**src/rtl/tx_byte_arbiter_if.sv**
```systemverilog
// Producer-side byte sources and FIFO write-side signals of the TX byte arbiter.
// The slave modport is the arbiter's view; master is the driving environment.
interface tx_byte_arbiter_if #(
    parameter int DATA_WIDTH = 8
);
    logic [2*DATA_WIDTH-1:0] ALU_OUT;
    logic                    ALU_VLD;
    logic [DATA_WIDTH-1:0]   RD_DATA;
    logic                    RD_VLD;
    logic [DATA_WIDTH-1:0]   STAT_DATA;
    logic                    STAT_VLD;
    logic                    FIFO_FULL;
    logic                    CLR_OVR;
    logic [DATA_WIDTH-1:0]   TX_P_DATA;
    logic                    TX_D_VLD;
    logic                    BUSY;
    logic [2:0]              OVERRUN;

    modport master (
        output ALU_OUT, ALU_VLD, RD_DATA, RD_VLD, STAT_DATA, STAT_VLD, FIFO_FULL, CLR_OVR,
        input  TX_P_DATA, TX_D_VLD, BUSY, OVERRUN
    );

    modport slave (
        input  ALU_OUT, ALU_VLD, RD_DATA, RD_VLD, STAT_DATA, STAT_VLD, FIFO_FULL, CLR_OVR,
        output TX_P_DATA, TX_D_VLD, BUSY, OVERRUN
    );
endinterface

```
**src/rtl/tx_byte_arbiter.sv**
```systemverilog
// Round-robin arbiter merging ALU (two bytes, LSB first), register-read and
// status bytes onto the TX FIFO write port, one holding buffer per source.
module tx_byte_arbiter #(
    parameter int DATA_WIDTH = 8
) (
    input  logic               CLK,
    input  logic               RST,
    tx_byte_arbiter_if.slave   bus
);
    localparam int DW = DATA_WIDTH;

    typedef enum logic [2:0] {
        IDLE,
        SEND_ALU_LO,
        SEND_ALU_HI,
        SEND_RD,
        SEND_STAT
    } state_t;

    state_t          state, state_nxt;
    logic [1:0]      rr_ptr, rr_nxt;
    logic [2:0]      pend, vld, done, drop, accept, ovr;
    logic [2*DW-1:0] alu_q;
    logic [DW-1:0]   rd_q, stat_q, tx_data;
    logic [1:0]      grant;
    logic            grant_vld;
    logic            in_send, wr;

    assign vld     = {bus.STAT_VLD, bus.RD_VLD, bus.ALU_VLD};
    assign in_send = (state != IDLE);
    // Write strobe is masked during reset so a half-sent ALU word never leaks its high byte.
    assign wr      = in_send & ~bus.FIFO_FULL & RST;

    // First pending source at or after rr_ptr; the loop runs backwards so the nearest wins.
    always_comb begin
        grant     = '0;
        grant_vld = 1'b0;
        for (int k = 2; k >= 0; k--) begin
            int idx;
            idx = (int'(rr_ptr) + k) % 3;
            if (pend[idx]) begin
                grant     = idx[1:0];
                grant_vld = 1'b1;
            end
        end
    end

    always_comb begin
        state_nxt = state;
        rr_nxt    = rr_ptr;
        done      = '0;
        tx_data   = '0;
        case (state)
            IDLE: begin
                if (grant_vld) begin
                    case (grant)
                        2'd0:    state_nxt = SEND_ALU_LO;
                        2'd1:    state_nxt = SEND_RD;
                        default: state_nxt = SEND_STAT;
                    endcase
                end
            end
            SEND_ALU_LO: begin
                tx_data = alu_q[DW-1:0];
                if (wr) state_nxt = SEND_ALU_HI;
            end
            SEND_ALU_HI: begin
                tx_data = alu_q[2*DW-1:DW];
                if (wr) begin
                    state_nxt = IDLE;
                    done[0]   = 1'b1;
                    rr_nxt    = 2'd1;
                end
            end
            SEND_RD: begin
                tx_data = rd_q;
                if (wr) begin
                    state_nxt = IDLE;
                    done[1]   = 1'b1;
                    rr_nxt    = 2'd2;
                end
            end
            SEND_STAT: begin
                tx_data = stat_q;
                if (wr) begin
                    state_nxt = IDLE;
                    done[2]   = 1'b1;
                    rr_nxt    = 2'd0;
                end
            end
            default: state_nxt = IDLE;
        endcase
    end

    // A buffer freed on this edge may be refilled on the same edge.
    assign drop   = vld & pend & ~done;
    assign accept = vld & ~drop;

    always_ff @(posedge CLK) begin
        if (!RST) begin
            state  <= IDLE;
            rr_ptr <= '0;
            pend   <= '0;
            ovr    <= '0;
            alu_q  <= '0;
            rd_q   <= '0;
            stat_q <= '0;
        end else begin
            state  <= state_nxt;
            rr_ptr <= rr_nxt;
            pend   <= (pend & ~done) | accept;
            ovr    <= bus.CLR_OVR ? drop : (ovr | drop);
            if (accept[0]) alu_q  <= bus.ALU_OUT;
            if (accept[1]) rd_q   <= bus.RD_DATA;
            if (accept[2]) stat_q <= bus.STAT_DATA;
        end
    end

    assign bus.TX_P_DATA = tx_data;
    assign bus.TX_D_VLD  = wr;
    assign bus.BUSY      = (|pend) | in_send;
    assign bus.OVERRUN   = ovr;
endmodule

```
**src/flat_wrapper.sv**
```systemverilog
// flat-port wrapper written by rule: the top's interface ports become plain ports
module tx_byte_arbiter_flat 
#(
    parameter int DATA_WIDTH = 8
)
  (CLK, RST, bus_ALU_OUT, bus_ALU_VLD, bus_RD_DATA, bus_RD_VLD, bus_STAT_DATA, bus_STAT_VLD, bus_FIFO_FULL, bus_CLR_OVR, bus_TX_P_DATA, bus_TX_D_VLD, bus_BUSY, bus_OVERRUN);
  tx_byte_arbiter_if #(.DATA_WIDTH(DATA_WIDTH)) bus_i ();
  input  logic CLK;
  input  logic RST;
  input wire logic [$bits(bus_i.ALU_OUT)-1:0] bus_ALU_OUT;
  input wire logic [$bits(bus_i.ALU_VLD)-1:0] bus_ALU_VLD;
  input wire logic [$bits(bus_i.RD_DATA)-1:0] bus_RD_DATA;
  input wire logic [$bits(bus_i.RD_VLD)-1:0] bus_RD_VLD;
  input wire logic [$bits(bus_i.STAT_DATA)-1:0] bus_STAT_DATA;
  input wire logic [$bits(bus_i.STAT_VLD)-1:0] bus_STAT_VLD;
  input wire logic [$bits(bus_i.FIFO_FULL)-1:0] bus_FIFO_FULL;
  input wire logic [$bits(bus_i.CLR_OVR)-1:0] bus_CLR_OVR;
  output wire logic [$bits(bus_i.TX_P_DATA)-1:0] bus_TX_P_DATA;
  output wire logic [$bits(bus_i.TX_D_VLD)-1:0] bus_TX_D_VLD;
  output wire logic [$bits(bus_i.BUSY)-1:0] bus_BUSY;
  output wire logic [$bits(bus_i.OVERRUN)-1:0] bus_OVERRUN;
  assign bus_i.ALU_OUT = bus_ALU_OUT;
  assign bus_i.ALU_VLD = bus_ALU_VLD;
  assign bus_i.RD_DATA = bus_RD_DATA;
  assign bus_i.RD_VLD = bus_RD_VLD;
  assign bus_i.STAT_DATA = bus_STAT_DATA;
  assign bus_i.STAT_VLD = bus_STAT_VLD;
  assign bus_i.FIFO_FULL = bus_FIFO_FULL;
  assign bus_i.CLR_OVR = bus_CLR_OVR;
  assign bus_TX_P_DATA = bus_i.TX_P_DATA;
  assign bus_TX_D_VLD = bus_i.TX_D_VLD;
  assign bus_BUSY = bus_i.BUSY;
  assign bus_OVERRUN = bus_i.OVERRUN;
  tx_byte_arbiter #(.DATA_WIDTH(DATA_WIDTH)) u_core (.CLK(CLK), .RST(RST), .bus(bus_i));
endmodule
```
**config.mk**
```make
export PLATFORM = sky130hd
export DESIGN_NAME = tx_byte_arbiter_flat
export DESIGN_NICKNAME = d
export VERILOG_FILES = /design/src/rtl/tx_byte_arbiter_if.sv /design/src/rtl/tx_byte_arbiter.sv /design/src/flat_wrapper.sv
export SDC_FILE = /design/constraint.sdc
export NUM_CORES = 1
export LEC_CHECK = 0
export BUFFER_PORTS_ARGS = -buffer_cell sky130_fd_sc_hd__buf_2
export CORE_ASPECT_RATIO = 0.6
export CORE_UTILIZATION = 30
export DETAILED_ROUTE_END_ITERATION = 12
export PLACE_DENSITY = 0.45
export SLEW_MARGIN = 20
export SYNTH_ARGS = -nofsm -noshare
export SYNTH_HDL_FRONTEND = slang
export SYNTH_SLANG_ARGS = --single-unit
```
**constraint.sdc**
```tcl
create_clock -name CLK -period 4.6 [get_ports CLK]
set_input_delay 0.46 -clock CLK [delete_from_list [all_inputs] [get_ports CLK]]
set_output_delay 0.46 -clock CLK [all_outputs]
set_load 0.1 [all_outputs]
```
==> results of run 1 <==
-- through the flow --
stage	worst slack [ns]	util
finish	1.77	0.378
global route	1.64	0.378
CTS	1.80	0.378
detailed placement	2.09	0.354
global placement	2.12	0.354
floorplan	1.01	-
-- critical path, delay by kind of cell, from the launching register on --
kind / cells / cell delay (ns)
AOI/OAI and AO/OA: 2 / 0.38
buffers and inverters: 1 / 0.49
DFF: 1 / 0.92
and+or+nand+nor: 1 / 0.29
-- power by group --
group	internal (W)	switching, W
sequential	0.000405	0.0000707
clock	0.000270	0.000145
combinational	0.000144	0.000259
-- sequential cells by signal, summed over array words and instances, names as in the netlist --
register            flops
u_core.stat_q           8
u_core.pend             3
u_core.state            3
u_core.rr_ptr           2
u_core.bus.OVERRUN      3
u_core.rd_q             8
u_core.alu_q           16
-- metal layers --
| layer | share of wire | GRT usage | wire [um] | vias up |
|---|---|---|---|---|
| met3 | 0.040 | 0.0523 | 254 | 2 |
| met2 | 0.35 | 0.191 | 2240 | 49 |
| met4 | 0.0027 | 0.0338 | 17 | 0 |
| li1 | - | - | - | 1071 |
| met1 | 0.61 | 0.281 | 3900 | 940 |
| met5 | 0 | 0 | 0 | - |
-- cells in the mapped netlist (all sizes together), types with 3 or more instances --
master | n | area (um^2)
o21ai | 44 | 231
dfxtp | 43 | 861
a21boi | 37 | 278
nand3 | 35 | 180
nand2 | 11 | 41.3
buf | 10 | 70.1
clkbuf | 10 | 37.5
inv | 9 | 33.8
a22oi | 8 | 60.1
mux2 | 8 | 90.1
and2 | 5 | 31.3
and2b | 4 | 30.0
mux2i | 4 | 40.0
nor2 | 4 | 15.0
nor2b | 4 | 25.0
ha | 3 | 37.5
o22ai | 3 | 18.8
-- final cells by class --
type                    instances  area (um^2)
fillers                       804         4630
multi-input cells             198         1360
flip-flops and latches         43          861
repair buffers                 51          255
clock buffers                   6          139
well taps                     104          130
clock inverters                 2         35.0
inverters                       9         33.8
-- worst paths after layout --
path | end | slack, ns
setup / recovery | bus_TX_P_DATA[7] | 1.77
hold / removal | u_core.alu_q[10]$_SDFFE_PN0P_ | 0.42
setup reg to reg | u_core.bus.OVERRUN[0]$_SDFF_PN0_ | 2.34
hold reg to reg | u_core.stat_q[3]$_SDFFE_PN0P_ | 0.47
-- cell families after synthesis --
| group | after synthesis | synth area share |
|---|---|---|
| fa+ha+maj | 3 | 0.0159 |
| mux | 12 | 0.0551 |
| buf+inv | 29 | 0.0599 |
| simple gates | 76 | 0.190 |
| flops | 43 | 0.365 |
| compound gates | 107 | 0.315 |
==> impl_metrics.env, run 1 <==
export IMPL_status="completed"
export IMPL_grt_overflow=0
export IMPL_synth_nets=312
export IMPL_grt_start_max_net_pins=48
export IMPL_finalHoldViolations=0
export IMPL_ys_async_sr_fraction=0
export IMPL_die_w_um=117
export IMPL_hp_start="bus_ALU_OUT[10]"
export IMPL_place_area_um2=2640
export IMPL_p_leak_nw=1.09
export IMPL_setup_violations=0
export IMPL_fmax_mhz=354
export IMPL_antenna_found_initial=0
export IMPL_postCtsSetupBuffers=0
export IMPL_die_h_um=70.7
export IMPL_worstPathArrival_ns=2.37
export IMPL_vias=2062
export IMPL_final_cells=413
export IMPL_gp_congestion=0.762
export IMPL_syn_inst=270
export IMPL_antenna_cells=0
export IMPL_slew_headroom=0.387
export IMPL_viasPerCell=4.99
export IMPL_syn_cell_area_um2=2360
export IMPL_ctsResizeCount=0
export IMPL_fin_crit_sh=0.615
export IMPL_worstPathRequired_ns=4.14
export IMPL_mostFrequentLayoutCell="buf_2"
export IMPL_design_area_um2=2810
export IMPL_dpl_cell_count=405
export IMPL_critPathLaunch="u_core.state[0]$_SDFFE_PN0P_"
export IMPL_rsz0062_at_grt="false"
export IMPL_holdPathStages=3
export IMPL_start_util=0.317
export IMPL_cap_violations=0
export IMPL_worst_pin_slew_ns=0.918
export IMPL_r2r_start="u_core.state[1]$_SDFFE_PN0P_"
export IMPL_p_per_area_nw_per_um2=460
export IMPL_cp_slowest_cell="dfxtp_1"
export IMPL_fp_row_count=24
export IMPL_ys_flop_type="dfxtp_1"
export IMPL_io_pins=52
export IMPL_skew_ns=0.00366
export IMPL_reg2regPathDepth=4
export IMPL_grt_first_pass_wirelength_um=10200
export IMPL_path_max_fanout=21
export IMPL_synth_edf_count=0
export IMPL_nets=350
export IMPL_syn_area_per_cell_um2=8.74
export IMPL_cts_made_buffers=5
export IMPL_ys_ff_latch=43
export IMPL_period_needed_ns=2.83
export IMPL_fin_setup_tns_ns=0
export IMPL_drcViolationCount=0
export IMPL_grt_pass1_vias=1895
export IMPL_io_buffer_count=51
export IMPL_ys_seq_area_frac=0.365
export IMPL_cts_root_buf="clkbuf_16"
export IMPL_drt_iter0_markers=106
export IMPL_hold_buffers=0
export IMPL_ir_worst_vdd_v=0.000185
export IMPL_dr_pass1_iters=4
export IMPL_crit_path_cell_trace="and2b_1 > a22oi_1 > o21ai_0 > buf_2"
export IMPL_ant_nets=0
export IMPL_cp_end_kind="output port"
export IMPL_clock_latency_ns=0.28
export IMPL_synth_cell_type_count=47
export IMPL_syn_to_final_growth_pct=19.1
export IMPL_total_power_w=0.00129
export IMPL_die_area_um2=8240
export IMPL_drt_total_wl_um=6410
export IMPL_startpoint_type="flop"
export IMPL_clk_pin_slew_ns=0.06
export IMPL_holdWs_ns=0.423
export IMPL_hpwl_um=4650
export IMPL_htree_levels=2
export IMPL_cts_tree="built"
export IMPL_clkSinkCount=43
export IMPL_final_cell_mix="buf_2, o21ai_0, dfxtp_1"
export IMPL_cts_buffer_depth=2
export IMPL_yosysWarnings=0
export IMPL_wl_per_cell_um=15.5
export IMPL_post_route_cells_drive_above_1_share=0.249
export IMPL_gr_usage_all_layers=0.166
export IMPL_drv_slew=0
export IMPL_max_stage_delay_ns=0.92
export IMPL_hold_class="input port to flop"
export IMPL_core_um2=7450
export IMPL_critical_path_class="flop to output port"
Note: power is estimated with default switching activity, not from simulation.
==> inputs of run 2 (changes only) <==
--- a/config.mk
+++ b/config.mk
@@ -9,7 +9,7 @@
 export CORE_ASPECT_RATIO = 0.6
 export CORE_UTILIZATION = 30
 export DETAILED_ROUTE_END_ITERATION = 12
-export PLACE_DENSITY = 0.45
+export PLACE_DENSITY = 0.47
 export SLEW_MARGIN = 20
 export SYNTH_ARGS = -nofsm -noshare
 export SYNTH_HDL_FRONTEND = slang
==> constraint.sdc (replaced) <==
create_clock -name CLK -period 2.3 [get_ports CLK]
set_input_delay 0.23 -clock CLK [delete_from_list [all_inputs] [get_ports CLK]]
set_output_delay 0.23 -clock CLK [all_outputs]
set_load 0.1 [all_outputs]
==> impl_metrics.env, run 2 (synthesized netlist as in run 1, its figures left out) <==
export IMPL_io_pins=52
export IMPL_fmax_mhz=484
export IMPL_fin_setup_tns_ns=0
export IMPL_fin_crit_sh=0.898
export IMPL_grt_first_pass_wirelength_um=10500
export IMPL_cts_buffer_depth=2
export IMPL_p_sw_w=0.000969
export IMPL_startpoint_type="flop"
export IMPL_p_sw_frac=0.365
export IMPL_ant_nets=0
export IMPL_antenna_cells=0
export IMPL_grt_pass1_vias=1990
export IMPL_p_leak_nw=1.15
export IMPL_clkPwrFrac=0.298
export IMPL_largest_register_ff_count=16
export IMPL_comb_power_share=0.351
export IMPL_critical_path_class="flop to output port"
export IMPL_viasPerCell=5.14
export IMPL_final_cells=417
export IMPL_p_per_area_nw_per_um2=888
export IMPL_rsz0062_at_grt="false"
export IMPL_finalHoldViolations=0
export IMPL_path_max_fanout=17
export IMPL_skew_ns=0.00222
export IMPL_clock_latency_ns=0.28
export IMPL_syn_to_final_growth_pct=26.6
export IMPL_worst_pin_slew_ns=0.605
export IMPL_ir_worst_vdd_v=0.000371
export IMPL_cts_tree="built"
export IMPL_layout_setup_ws_ns=0.234
export IMPL_route_met2_wl_um=2400
export IMPL_nets=355
export IMPL_dpl_cell_count=410
export IMPL_top_regs="u_core.alu_q x16, u_core.rd_q x8, u_core.stat_q x8"
export IMPL_top_register="u_core.alu_q"
export IMPL_clkSinkCount=43
export IMPL_met1_length_um=3670
export IMPL_die_h_um=70.7
export IMPL_total_power_w=0.00265
export IMPL_die_w_um=117
export IMPL_core_um2=7450
export IMPL_grt_start_max_net_pins=33
export IMPL_hold_class="input port to flop"
export IMPL_drt_total_wl_um=6490
export IMPL_fill_cells=810
export IMPL_drt_iter0_markers=118
export IMPL_gr_usage_all_layers=0.171
export IMPL_cp_end_kind="output port"
export IMPL_hpwl_um=4860
export IMPL_top_layer="met4"
export IMPL_cap_violations=0
export IMPL_grt_overflow=0
export IMPL_worstPathRequired_ns=2.07
export IMPL_cts_root_buf="clkbuf_16"
export IMPL_clk_pin_slew_ns=0.06
export IMPL_p_int_w=0.00169
export IMPL_slew_headroom=0.596
export IMPL_drcViolationCount=0
export IMPL_setup_violations=0
export IMPL_wl_met3_um=375
export IMPL_htree_levels=2
export IMPL_io_buffer_count=51
export IMPL_gp_congestion=0.769
export IMPL_hold_buffers=0
export IMPL_vias=2144
export IMPL_fp_row_count=24
export IMPL_wl_per_cell_um=15.6
export IMPL_postCtsSetupBuffers=0
export IMPL_post_route_cells_drive_above_1_share=0.288
export IMPL_status="completed"
export IMPL_worstPathArrival_ns=1.84
export IMPL_antenna_found_initial=0
export IMPL_mostFrequentLayoutCell="buf_2"
export IMPL_die_area_um2=8240
export IMPL_final_cell_mix="buf_2, dfxtp_1, o21ai_0"
export IMPL_drv_slew=0
export IMPL_cts_made_buffers=5
export IMPL_dp_slack_ns=0.229
export IMPL_period_needed_ns=2.07
export IMPL_start_util=0.317
export IMPL_dr_pass1_iters=4
export IMPL_seq_power_share=0.351
run 2: changes by cell type in the layout (fill, tap and decap cells not counted), sizes merged:
cell,delta
buf,+5
clkinv,-1
run 2: power by group through the flow:
stage	registers, W	clock network [W]	logic [W]
after floorplan	0.000888	0	0.000755
after global placement	0.000941	0	0.000932
after detailed placement	0.000942	0	0.000936
after CTS	0.000928	0.000812	0.000939
after global routing	0.000942	0.000846	0.00101
final	0.000931	0.000791	0.000932
run 2: worst max-delay path, cell delays in order, from the launching register on:
cell	delay, ns
dfxtp_2	0.43
or3_4	0.42
or4_1	0.39
buf_2	0.30
run 2: path summary, 6_finish.rpt:
path | slack, ns | cells past startpoint | endpoint | startpoint
worst min-delay path | 0.19 | 3 | u_core.alu_q[11]$_SDFFE_PN0P_ | bus_ALU_OUT[11]
worst max-delay path | 0.23 | 3 | bus_BUSY | u_core.state[0]$_SDFFE_PN0P_
worst max register to register | 0.43 | 6 | u_core.state[1]$_SDFFE_PN0P_ | u_core.rr_ptr[0]$_SDFFE_PN0P_
worst min register to register | 0.47 | 2 | u_core.alu_q[12]$_SDFFE_PN0P_ | u_core.alu_q[12]$_SDFFE_PN0P_
run 2: final cells by class:
type / instances / area, um^2 / share of cell area
Tap cell: 104 / 130 / 0.0436
Inverter: 9 / 33.8 / 0.0113
Clock inverter: 1 / 30.0 / 0.0101
Timing Repair Buffer: 56 / 413 / 0.138
Sequential cell: 43 / 863 / 0.289
Clock buffer: 6 / 129 / 0.0431
Multi-Input combinational cell: 198 / 1390 / 0.465
run 2: metal layers:
| metal | global-route usage | vias to the layer above |
|---|---|---|
| li1 | - | 1078 |
| met1 | 0.274 | 1014 |
| met2 | 0.214 | 48 |
| met3 | 0.0488 | 4 |
| met4 | 0.0422 | 0 |
| met5 | 0 | - |
run 2: metrics by stage:
stage / area [um^2] / hold slack [ns] / utilization
6_report: 2990 / 0.191 / 0.401
5_1_grt: 2990 / 0.202 / 0.401
4_1_cts: 2990 / 0.190 / 0.401
3_5_place_dp: 2830 / 0.466 / 0.380
3_3_place_gp: 2830 / 0.462 / 0.380
2_1_floorplan: 2390 / 0.377 / -
run 2: timing repair:
action / in CTS / in global routing
pin swaps: 0 / 0
resized for setup: 1 / 1
endpoints found under the setup margin: 4 / 3
gates cloned: 0 / 0
